## src/rtl/bmu_pkg.sv

```systemverilog
// bmu_pkg: shared definitions for the parametrised branch metric unit.
//   mw_f(n, q)      : metric width for n code bits of q-bit soft samples
//   soft_max_f(q)   : strongest soft '1' sample value for q-bit samples
//   DEF_*           : defaults of the legacy (3,2,2) configuration, including
//                     its expected-codeword table, used to load the table.
package bmu_pkg;

  // Width able to hold the worst-case metric n * (2^q - 1).
  function automatic int mw_f(input int n, input int q);
    return $clog2(n * ((1 << q) - 1) + 1);
  endfunction

  // Largest unsigned soft sample, i.e. a maximally confident '1'.
  function automatic int soft_max_f(input int q);
    return (1 << q) - 1;
  endfunction

  localparam int DEF_N        = 3;
  localparam int DEF_Q        = 3;
  localparam int DEF_NB       = 8;
  localparam int DEF_SOFT_MAX = soft_max_f(DEF_Q);

  // The (3,2,2) trellis numbers its branches so that branch k carries
  // codeword k; the table is therefore the identity mapping.
  localparam logic [2:0] DEF_CW [DEF_NB] = '{3'd0, 3'd1, 3'd2, 3'd3,
                                            3'd4, 3'd5, 3'd6, 3'd7};

endpackage

```

## src/rtl/bmu_param_if.sv

```systemverilog
// bmu_param_if: symbol, table-write and metric buses of bmu_param.
//   slave  : the BMU side (receives symbols/writes, drives metrics)
//   master : the producer/consumer side (demapper, ACS, configuration)
// Signals: in_valid/in_ready/rx/erase/soft_mode (symbol in),
//          cw_we/cw_addr/cw_data/cfg_err (table programming),
//          out_valid/out_ready/bm/bm_min_idx (metrics out).
interface bmu_param_if #(
  parameter int N  = 3,
  parameter int Q  = 3,
  parameter int NB = 32
);
  import bmu_pkg::*;

  localparam int AW = $clog2(NB);
  localparam int MW = mw_f(N, Q);

  logic             in_valid;
  logic             in_ready;
  logic [N*Q-1:0]   rx;
  logic [N-1:0]     erase;
  logic             soft_mode;
  logic             cw_we;
  logic [AW-1:0]    cw_addr;
  logic [N-1:0]     cw_data;
  logic             cfg_err;
  logic             out_valid;
  logic             out_ready;
  logic [NB*MW-1:0] bm;
  logic [AW-1:0]    bm_min_idx;

  modport slave (
    input  in_valid, rx, erase, soft_mode, cw_we, cw_addr, cw_data, out_ready,
    output in_ready, cfg_err, out_valid, bm, bm_min_idx
  );

  modport master (
    output in_valid, rx, erase, soft_mode, cw_we, cw_addr, cw_data, out_ready,
    input  in_ready, cfg_err, out_valid, bm, bm_min_idx
  );

endinterface

```

## src/rtl/bmu_branch_sum.sv

```systemverilog
// bmu_branch_sum: metric of one trellis branch.
//   cw  : expected codeword of the branch (bit b selects c1 over c0)
//   c0  : per-bit cost of a transmitted 0, Q bits per code bit
//   c1  : per-bit cost of a transmitted 1, Q bits per code bit
//   sum : sum of the selected costs, MW bits (cannot overflow by construction)
module bmu_branch_sum #(
  parameter int N  = 3,
  parameter int Q  = 3,
  parameter int MW = 5
) (
  input  logic [N-1:0]   cw,
  input  logic [N*Q-1:0] c0,
  input  logic [N*Q-1:0] c1,
  output logic [MW-1:0]  sum
);

  // Select the cost matching each expected bit and accumulate.
  always_comb begin
    sum = '0;
    for (int b = 0; b < N; b++) begin
      if (cw[b]) begin
        sum = sum + MW'(c1[b*Q +: Q]);
      end else begin
        sum = sum + MW'(c0[b*Q +: Q]);
      end
    end
  end

endmodule

```

## src/rtl/bmu_param.sv

```systemverilog
// bmu_param: parametrised branch metric unit for the Viterbi decoder family.
//   clock   : single rising-edge clock
//   reset_n : asynchronous active-low reset, clears pipeline, table and cfg_err
//   bus     : bmu_param_if.slave - symbol in (valid/ready), codeword table
//             write port with sticky cfg_err, metrics out (valid/ready) with
//             bm (NB packed metrics) and bm_min_idx.
// Two stages: S1 holds per-bit cost pairs, S2 holds the output metrics.
module bmu_param
  import bmu_pkg::*;
#(
  parameter int N    = 3,
  parameter int Q    = 3,
  parameter int NB   = 32,
  parameter int NORM = 0
) (
  input  logic         clock,
  input  logic         reset_n,
  bmu_param_if.slave   bus
);

  localparam int AW = $clog2(NB);
  localparam int MW = mw_f(N, Q);
  localparam logic [Q-1:0] SMAX_Q = Q'(soft_max_f(Q));
  localparam logic [Q-1:0] ONE_Q  = Q'(1'b1);

  logic             adv1_s;
  logic             adv2_s;
  logic             idle_s;
  logic             addr_ok_s;
  logic             s1_valid_r;
  logic             out_valid_r;
  logic [N*Q-1:0]   c0_s;
  logic [N*Q-1:0]   c1_s;
  logic [N*Q-1:0]   c0_r;
  logic [N*Q-1:0]   c1_r;
  logic [N-1:0]     cw_r [NB];
  logic [MW-1:0]    sum_s [NB];
  logic [MW-1:0]    min_s;
  logic [AW-1:0]    min_idx_s;
  logic [NB*MW-1:0] bm_s;
  logic [NB*MW-1:0] bm_r;
  logic [AW-1:0]    min_idx_r;
  logic             cfg_err_r;

  // A stage may load when it is empty or its content leaves this cycle.
  assign adv2_s = !out_valid_r || bus.out_ready;
  assign adv1_s = !s1_valid_r || adv2_s;
  assign idle_s = !s1_valid_r && !out_valid_r;

  assign bus.in_ready   = adv1_s;
  assign bus.out_valid  = out_valid_r;
  assign bus.bm         = bm_r;
  assign bus.bm_min_idx = min_idx_r;
  assign bus.cfg_err    = cfg_err_r;

  // Out-of-range table addresses only exist when NB is not a power of two.
  generate
    if (NB == (1 << AW)) begin : g_addr_full
      assign addr_ok_s = 1'b1;
    end else begin : g_addr_part
      assign addr_ok_s = (32'(bus.cw_addr) < 32'(NB));
    end
  endgenerate

  // Per-bit cost pairs of the incoming symbol; hard mode looks at the MSB only.
  always_comb begin
    c0_s = '0;
    c1_s = '0;
    for (int b = 0; b < N; b++) begin
      if (bus.erase[b]) begin
        c0_s[b*Q +: Q] = '0;
        c1_s[b*Q +: Q] = '0;
      end else if (bus.soft_mode) begin
        c0_s[b*Q +: Q] = bus.rx[b*Q +: Q];
        c1_s[b*Q +: Q] = SMAX_Q - bus.rx[b*Q +: Q];
      end else if (bus.rx[b*Q + Q - 1]) begin
        c0_s[b*Q +: Q] = ONE_Q;
        c1_s[b*Q +: Q] = '0;
      end else begin
        c0_s[b*Q +: Q] = '0;
        c1_s[b*Q +: Q] = ONE_Q;
      end
    end
  end

  // Codeword table; writes land only with an empty pipeline, otherwise flagged.
  always_ff @(posedge clock or negedge reset_n) begin
    if (!reset_n) begin
      for (int k = 0; k < NB; k++) begin
        cw_r[k] <= '0;
      end
      cfg_err_r <= 1'b0;
    end else begin
      if (bus.cw_we && addr_ok_s) begin
        if (idle_s) begin
          cw_r[bus.cw_addr] <= bus.cw_data;
        end else begin
          cfg_err_r <= 1'b1;
        end
      end
    end
  end

  // Stage 1: capture cost pairs of an accepted symbol.
  always_ff @(posedge clock or negedge reset_n) begin
    if (!reset_n) begin
      s1_valid_r <= 1'b0;
      c0_r       <= '0;
      c1_r       <= '0;
    end else begin
      if (adv1_s) begin
        s1_valid_r <= bus.in_valid;
        if (bus.in_valid) begin
          c0_r <= c0_s;
          c1_r <= c1_s;
        end
      end
    end
  end

  // One select-and-add per branch, all reading the current table.
  generate
    for (genvar k = 0; k < NB; k++) begin : g_branch
      bmu_branch_sum #(
        .N  (N),
        .Q  (Q),
        .MW (MW)
      ) u_sum (
        .cw  (cw_r[k]),
        .c0  (c0_r),
        .c1  (c1_r),
        .sum (sum_s[k])
      );
    end
  endgenerate

  // Minimum search; strict less-than keeps the lowest index on ties.
  always_comb begin
    logic lt;
    lt        = 1'b0;
    min_s     = sum_s[0];
    min_idx_s = '0;
    for (int k = 1; k < NB; k++) begin
      lt        = (sum_s[k] < min_s);
      min_idx_s = lt ? AW'(k) : min_idx_s;
      min_s     = lt ? sum_s[k] : min_s;
    end
  end

  // Pack the metrics, optionally normalised to the minimum.
  always_comb begin
    bm_s = '0;
    for (int k = 0; k < NB; k++) begin
      if (NORM != 0) begin
        bm_s[k*MW +: MW] = sum_s[k] - min_s;
      end else begin
        bm_s[k*MW +: MW] = sum_s[k];
      end
    end
  end

  // Stage 2: output registers, held while the consumer stalls.
  always_ff @(posedge clock or negedge reset_n) begin
    if (!reset_n) begin
      out_valid_r <= 1'b0;
      bm_r        <= '0;
      min_idx_r   <= '0;
    end else begin
      if (adv2_s) begin
        out_valid_r <= s1_valid_r;
        if (s1_valid_r) begin
          bm_r      <= bm_s;
          min_idx_r <= min_idx_s;
        end
      end
    end
  end

endmodule

```

## src/flat_wrapper.sv

```systemverilog
// flat-port wrapper written by rule: the top's interface ports become plain ports
module bmu_param_flat import bmu_pkg::*;
#(
  parameter int N    = 3,
  parameter int Q    = 3,
  parameter int NB   = 32,
  parameter int NORM = 0
)
  (clock, reset_n, bus_in_valid, bus_rx, bus_erase, bus_soft_mode, bus_cw_we, bus_cw_addr, bus_cw_data, bus_out_ready, bus_in_ready, bus_cfg_err, bus_out_valid, bus_bm, bus_bm_min_idx);
  bmu_param_if #(.N(N), .Q(Q), .NB(NB)) bus_i ();
  input  logic clock;
  input  logic reset_n;
  input wire logic [$bits(bus_i.in_valid)-1:0] bus_in_valid;
  input wire logic [$bits(bus_i.rx)-1:0] bus_rx;
  input wire logic [$bits(bus_i.erase)-1:0] bus_erase;
  input wire logic [$bits(bus_i.soft_mode)-1:0] bus_soft_mode;
  input wire logic [$bits(bus_i.cw_we)-1:0] bus_cw_we;
  input wire logic [$bits(bus_i.cw_addr)-1:0] bus_cw_addr;
  input wire logic [$bits(bus_i.cw_data)-1:0] bus_cw_data;
  input wire logic [$bits(bus_i.out_ready)-1:0] bus_out_ready;
  output wire logic [$bits(bus_i.in_ready)-1:0] bus_in_ready;
  output wire logic [$bits(bus_i.cfg_err)-1:0] bus_cfg_err;
  output wire logic [$bits(bus_i.out_valid)-1:0] bus_out_valid;
  output wire logic [$bits(bus_i.bm)-1:0] bus_bm;
  output wire logic [$bits(bus_i.bm_min_idx)-1:0] bus_bm_min_idx;
  assign bus_i.in_valid = bus_in_valid;
  assign bus_i.rx = bus_rx;
  assign bus_i.erase = bus_erase;
  assign bus_i.soft_mode = bus_soft_mode;
  assign bus_i.cw_we = bus_cw_we;
  assign bus_i.cw_addr = bus_cw_addr;
  assign bus_i.cw_data = bus_cw_data;
  assign bus_i.out_ready = bus_out_ready;
  assign bus_in_ready = bus_i.in_ready;
  assign bus_cfg_err = bus_i.cfg_err;
  assign bus_out_valid = bus_i.out_valid;
  assign bus_bm = bus_i.bm;
  assign bus_bm_min_idx = bus_i.bm_min_idx;
  bmu_param #(.N(N), .Q(Q), .NB(NB), .NORM(NORM)) u_core (.clock(clock), .reset_n(reset_n), .bus(bus_i));
endmodule
```

## config.mk

```make
export PLATFORM = sky130hd
export DESIGN_NAME = bmu_param_flat
export DESIGN_NICKNAME = d
export VERILOG_FILES = /design/src/rtl/bmu_pkg.sv /design/src/rtl/bmu_param_if.sv /design/src/rtl/bmu_branch_sum.sv /design/src/rtl/bmu_param.sv /design/src/flat_wrapper.sv
export SDC_FILE = /design/constraint.sdc
export NUM_CORES = 1
export LEC_CHECK = 0
export BUFFER_PORTS_ARGS = -buffer_cell sky130_fd_sc_hd__clkbuf_2
export CAP_MARGIN = 5
export CORE_MARGIN = 5
export CORE_UTILIZATION = 55
export DETAILED_ROUTE_END_ITERATION = 10
export HOLD_SLACK_MARGIN = 0.12
export PLACE_DENSITY_LB_ADDON = 0.08
export SYNTH_ARGS = -nofsm -noshare
export SYNTH_HDL_FRONTEND = slang
export SYNTH_HIERARCHICAL = 1
export SYNTH_SLANG_ARGS = --single-unit
```

## constraint.sdc

```tcl
create_clock -name clock -period 112.2 [get_ports clock]
set_input_delay 5.61 -clock clock [delete_from_list [all_inputs] [get_ports clock]]
set_output_delay 5.61 -clock clock [all_outputs]
set_load 0.02 [all_outputs]
```

Word level (Yosys, flattened, before mapping)

Index checks and enable logic that the tools add are counted.
Widths: inputs -> output; s select.

Bits in registers: 282
Bits of input ports: 26
Output and inout port bits: 168
Logic and storage cells: 393

Add/subtract/negate cells: 131
Magnitude comparators: 33
Muxes and demuxes: 178
Bitwise logic cells: 2
Reductions and logical operators: 10

Operators with widths:

| operator            | number |
|---|---|
| $add 5x3->5         | 128 |
| $mux 5              | 124 |
| $lt 5x5->1          | 31 |
| $mux 3              | 45 |
| $bwmux 96           | 1 |
| $demux 3 s5         | 1 |
| $sub 3x3->3 const A | 3 |
| $reduce_and 2->1    | 4 |
| $mux 1              | 7 |
| $ge 6x6->1 const B  | 1 |
| $lt 6x1->1 const B  | 1 |
| $not 5->6           | 1 |
| $logic_and 1x1->1   | 2 |
| $logic_not 1->1     | 2 |
| $logic_or 1x1->1    | 2 |
| $not 1->1           | 1 |

Depth between registers and ports, before layout

Depth after elaboration: 67
Gate-level depth with buffers: 234
Depth with buffers taken out: 226

Hierarchy

The synthesis kept the hierarchy.

Modules (own cells, without submodules):

| module         | times used | cells each | area an instance (µm²) | seq. area each (µm²) |
|---|---|---|---|---|
| bmu_param      | 1          | 2,223      | 19,398.6               | 7,056.8 |
| bmu_branch_sum | 32         | 31         | 299.0                  | 0.0 |

Worst setup path after synthesis

Ideal clock, no wire load.

Path kind: register -> register
Start: register u_core.c0_r[3]
End: register u_core.min_idx_r[2] (netlist: u_core/bus.bm_min_idx[2])
Setup time: 0.082 ns
Arrival time: 41.633 ns
Required time: 112.118 ns
Slack: 70.485 ns
Stages on the path, launching flop included: 219
Path buffers: 10
Period minus slack after synthesis: 41.715 ns
Cells stage by stage: dfrtp_1 mux2_2 ha_1 fa_1 ha_1 a21o_1 a21oi_1 xor2_1 ha_1 and2_2 a21oi_4 nor2_1 a21oi_1 ha_1 nand3b_1 nor2_1 o2bb2ai_1 nor3_1 [183 not listed] buf_6 a21oi_1 ha_1 a21o_1 a21o_1 a21o_2 nor2_1 inv_1 nor4_1 a311oi_4 mux2_4 ha_1 a21o_1 a21o_1 a21o_1 o21ai_0 o211ai_1 a31oi_1

Cells in the longest elaborated chain, start to end: 66
Elaborated cells on any way between the ends: 250
Classes of those cells: 96 x add/sub; 31 x order compare; 123 x mux

RTL lines:

| what                                  | line                                       | RTL |
|---|---|---|
| start, declared                       | bmu_param.sv:34                            | `logic [N*Q-1:0] c0_r;` |
| start signal, assigned                | bmu_param.sv:114                           | `c0_r <= c0_s;` |
| $add 5x3->5 *                         | bmu_branch_sum.sv:24                       | `sum = sum + MW'(c0[b*Q +: Q]);` |
| $mux 5 *                              | bmu_branch_sum.sv:21                       | `if (cw[b]) begin` |
| $add 5x3->5, on equally long branches | bmu_branch_sum.sv:24, bmu_branch_sum.sv:22 |  |
| $mux 5 *                              | bmu_branch_sum.sv:21                       |  |
| net u_core.bm_s[8]                    | bmu_param.sv:40                            | `logic [NB*MW-1:0] bm_s;` |
| $lt 5x5->1                            | bmu_param.sv:144                           | `lt = (sum_s[k] < min_s);` |
| $mux 5 *                              | bmu_param.sv:146                           | `min_s = lt ? sum_s[k] : min_s;` |
| $lt 5x5->1                            | bmu_param.sv:144                           |  |
| [51 not listed]                       | -                                          |  |
| $lt 5x5->1                            | bmu_param.sv:144                           |  |
| $mux 5                                | bmu_param.sv:146                           |  |
| $lt 5x5->1                            | bmu_param.sv:144                           |  |
| $mux 5                                | bmu_param.sv:146                           |  |
| $lt 5x5->1                            | bmu_param.sv:144                           |  |
| $mux 5                                | bmu_param.sv:146                           |  |
| $lt 5x5->1                            | bmu_param.sv:144                           |  |
| $mux 5 *                              | bmu_param.sv:145                           | `min_idx_s = lt ? AW'(k) : min_idx_s;` |
| end signal, assigned                  | bmu_param.sv:173                           | `min_idx_r <= min_idx_s;` |
| end, declared                         | bmu_param.sv:42                            | `logic [AW-1:0] min_idx_r;` |

The timed path passes the listed nets; every way through them passes the cells marked *.
A chain may end at the register's enable or synchronous reset.

Final worst setup path

Start: register u_core.c0_r[1]
End: register u_core.min_idx_r[2] (netlist: u_core/bus.bm_min_idx[2])

Cells in the longest elaborated chain, start to end: 67
Elaborated cells on any way between the ends: 314
Classes of those cells: 128 x add/sub; 31 x order compare; 155 x mux

RTL lines:

| what                                  | line |
|---|---|
| $mux 3 *                              | bmu_branch_sum.sv:21 |
| $add 5x3->5, on equally long branches | bmu_branch_sum.sv:24, bmu_branch_sum.sv:22 |
| $mux 5 *                              | bmu_branch_sum.sv:21 |
| $add 5x3->5, on equally long branches | bmu_branch_sum.sv:24, bmu_branch_sum.sv:22 |
| $mux 5 *                              | bmu_branch_sum.sv:21 |
| net u_core.bm_s[3]                    | bmu_param.sv:40 |
| $lt 5x5->1                            | bmu_param.sv:144 |
| $mux 5 *                              | bmu_param.sv:146 |
| [52 not listed]                       | - |
| $lt 5x5->1                            | bmu_param.sv:144 |
| $mux 5                                | bmu_param.sv:146 |
| $lt 5x5->1                            | bmu_param.sv:144 |
| $mux 5                                | bmu_param.sv:146 |
| $lt 5x5->1                            | bmu_param.sv:144 |
| $mux 5                                | bmu_param.sv:146 |
| $lt 5x5->1                            | bmu_param.sv:144 |
| $mux 5 *                              | bmu_param.sv:145 |

Marks and branches as above.

==> impl_results.md <==
- CP Data Arrival Time: 47.69 ns
- WP data required: 112.68 ns
- Site Rows: 84
- Hold_buf cts: 0
- Tmin final: 47.20 ns
- R2R depth: 207
- H-Tree Depth: 2
- Syn nets: 3539
- Synth async-reset ratio: 100.0%
- DIE HEIGHT: 239.5 microns
- Mapped Cells: 3215
- Worst-skew pair later-pin latency: 0.57 ns
- Fillers: 4513
- Fraction of layout cells with a size suffix above 1: 26.55%
- Via count: 25.30k
- Hold Path Origin: u_core/bus.cfg_err
- Seq/Total Area, Yosys: 24.36%
- Clock slew at reported path FFs: 0.06 ns
- CTS Buf Count: 37
- Main area contributors after synthesis: dfrtp_1, mux2_2, ha_1
- TritonCTS clock tree: built
- Top cell type by total area after synthesis: dfrtp_1
- RePlAce Congestion: 0.9043
- CP Max Fanout: 33
- Worst slew margin: 21.39%
- Port Buffers: 193
- Area grow syn2layout: 9.567%
- Post-DP HPWL: 63360 microns
- Largest net degree at the start of global routing: 101
- FF+latch area: 7057 sq um
- Slowest cell delay on critical path: 0.51 ns
- Ports: 194
- Final nets: 3707
- Share of the synthesized area in the top cell type: 24.36%
- Slowest cell on crit path: a211oi_2
- DRC: 0
- Number of routed nets with antenna violations: 0
- 1st-pass router iterations: 5
- Achievable Freq: 21.19 MHz
- Wire per inst: 21.19 microns
- Finish-stage setup viols: 0
- Worst Setup SP: u_core/c0_r[1]
- Initial DRC Count: 1632
- Final hold vios: 0
- First-pass GRT wire length: 138900 microns
- CTS root buffer: clkbuf_16
- CP endpoint: u_core/bus.bm_min_idx[2]
- Yosys warns: 6
- HP Class: flip-flop to flip-flop
- Final setup skew: 0.02329 ns
- Post_cts resized: 0
- Vias in the first global route: 25.43k
- Post-synth EDFFs: 0
- Post-DR vias/cell: 6.171
- Synthesized flop and latch total: 282
- Synthesized area: 28970 sq um
- R2r endpoint: u_core/bus.bm_min_idx[2]
- Worst r2r src: u_core/c0_r[1]
- Count of cell types in the netlist: 148
- R2r setup slk: 65.00 ns
- Top FF cell, synth: dfrtp_1
- Worst-margin pin slew: 1.176 ns
- Die W: 239.5 microns
- Slew Limit Fails: 0
- Critical path startpoint category: flip-flop
- Maximum clock path buffer count: 3
- Antenna violations before repair: 4
- Starting Density: 55.35%
- Grt ovf: 0
- Syn_area_per_cell: 9.010 sq um
- Die ar.: 57360 sq um
- CORE AREA: 52340 sq um
- Total of max-cap violations: 0
- Setup CP Type: flip-flop to flip-flop
- Period utilization: 42.07%
- Sink Count: 282
- Routed wire length: 86870 microns
- Most frequent CP cell: ha_1
- Critical path endpoint category: flip-flop
- Area of the multi-input gates: 20390 sq um
- RSZ-0062 raised after global routing: false
- Post-CTS Setup Bufs: 0
- GRT Util Overall: 29.54%
- Fin Setup TNS: 0 ns
- Status: complete, no violations
cells in the mapped netlist (15+ instances only):
| cell | count |
|---|---|
| o31ai_1 | 22 |
| a31oi_1 | 31 |
| nand2b_1 | 25 |
| a21oi_1 | 143 |
| fa_1 | 64 |
| o21ai_1 | 18 |
| mux2_2 | 397 |
| xnor2_1 | 33 |
| mux2i_1 | 23 |
| nand2_1 | 469 |
| o211ai_1 | 18 |
| nand3_1 | 32 |
| a21oi_2 | 44 |
| or2_2 | 15 |
| clkbuf_1 | 56 |
| nor2_1 | 185 |
| nor3_1 | 25 |
| dfrtp_1 | 282 |
| a21o_1 | 83 |
| inv_1 | 270 |
| xor2_1 | 68 |
| a211oi_1 | 23 |
| maj3_1 | 18 |
| ha_1 | 234 |
| o21ai_0 | 168 |
area by class of cell:
type | instances | share of cell area [%]
Tap cell | 688 | 2.712
Inverter | 270 | 3.193
Clock buffer | 50 | 3.292
Multi-Input combinational cell | 2575 | 64.24
Sequential cell | 282 | 22.23
Timing Repair Buffer | 217 | 3.643
Antenna cell | 2 | 0.01577
Clock inverter | 15 | 0.6702
metrics by stage:
step / instance area (sq um) / util [%] / instances / setup WS, ns / hold WS (ns)
after floorplan: 28970 / - / 3215 / 70.49 / 0.5092
after global placement: 30480 / 58.23 / 4032 / 67.43 / 0.4514
after detailed placement: 30480 / 58.23 / 4032 / 65.99 / 0.4517
after CTS: 31730 / 60.63 / 4097 / 65.84 / 0.4686
after global routing: 31730 / 60.63 / 4097 / 61.56 / 0.4894
final: 31740 / 60.64 / 4099 / 65.00 / 0.4660
critical path, delay by kind of cell, from the launching register on:
family	cells	cell delay, ns
buf+inv	15	1.38
xor+xnor	1	0.36
flops	1	0.35
fa+ha+maj	31	9.33
mux	10	3.11
simple gates	51	9.78
compound gates	99	22.70
worst min path at each step:
stage,depth (start not counted),end,slack (ns)
2_1_floorplan,1,u_core/bus.out_valid,0.51
3_3_place_gp,1,u_core/bus.cfg_err,0.45
3_5_place_dp,1,u_core/bus.cfg_err,0.45
4_1_cts,1,u_core/bus.cfg_err,0.47
5_1_grt,1,u_core/bus.cfg_err,0.49
6_report,1,u_core/bus.cfg_err,0.47
registers in the layout, indices dropped and copies added, names as in the netlist:
name	flops
u_core/bus.bm	160
u_core/c1_r	9
u_core/c0_r	9
u_core/bus.bm_min_idx	5
u_core/s1_valid_r	1
u_core/bus.cfg_err	1
u_core/cw_r	96
u_core/bus.out_valid	1
cell usage in the layout (no fill, tap or decap), types with 32 or more instances in the layout:
master and instances:
fa_1 64, a21oi_2 44, mux2_2 397, xor2_1 68, nor2_1 185, xnor2_1 33, a21o_1 83, o21ai_0 168
clkbuf_16 37, nand2_1 468, dfrtp_1 282, clkbuf_2 192, nand3_1 32, a21oi_1 143, ha_1 234, inv_1 270
cells by family (layout without fill, tap and decap cells):
kind of cell	after synthesis	count (layout)	synth area share, %
multiplexers	432	432	16.81
AO/OA/AOI/OAI	825	825	21.01
flip-flops	282	282	24.36
buffers and inverters	358	552	5.287
XOR/XNOR	101	101	3.054
AND/OR/NAND/NOR	896	896	14.13
other	0	2	0
adder cells (fa/ha/maj)	321	321	15.35
per-layer routing:
layer	wire length (microns)	GRT usage (%)	vias to the layer above
li1	-	-	11940
met1	39230	41.32	12410
met2	39660	47.22	788
met3	5766	5.642	158
met4	2178	7.989	4
met5	34	0	-
Power is not shown: default switching activity piles up to over one toggle a cycle in this logic, so the estimate is an artifact.
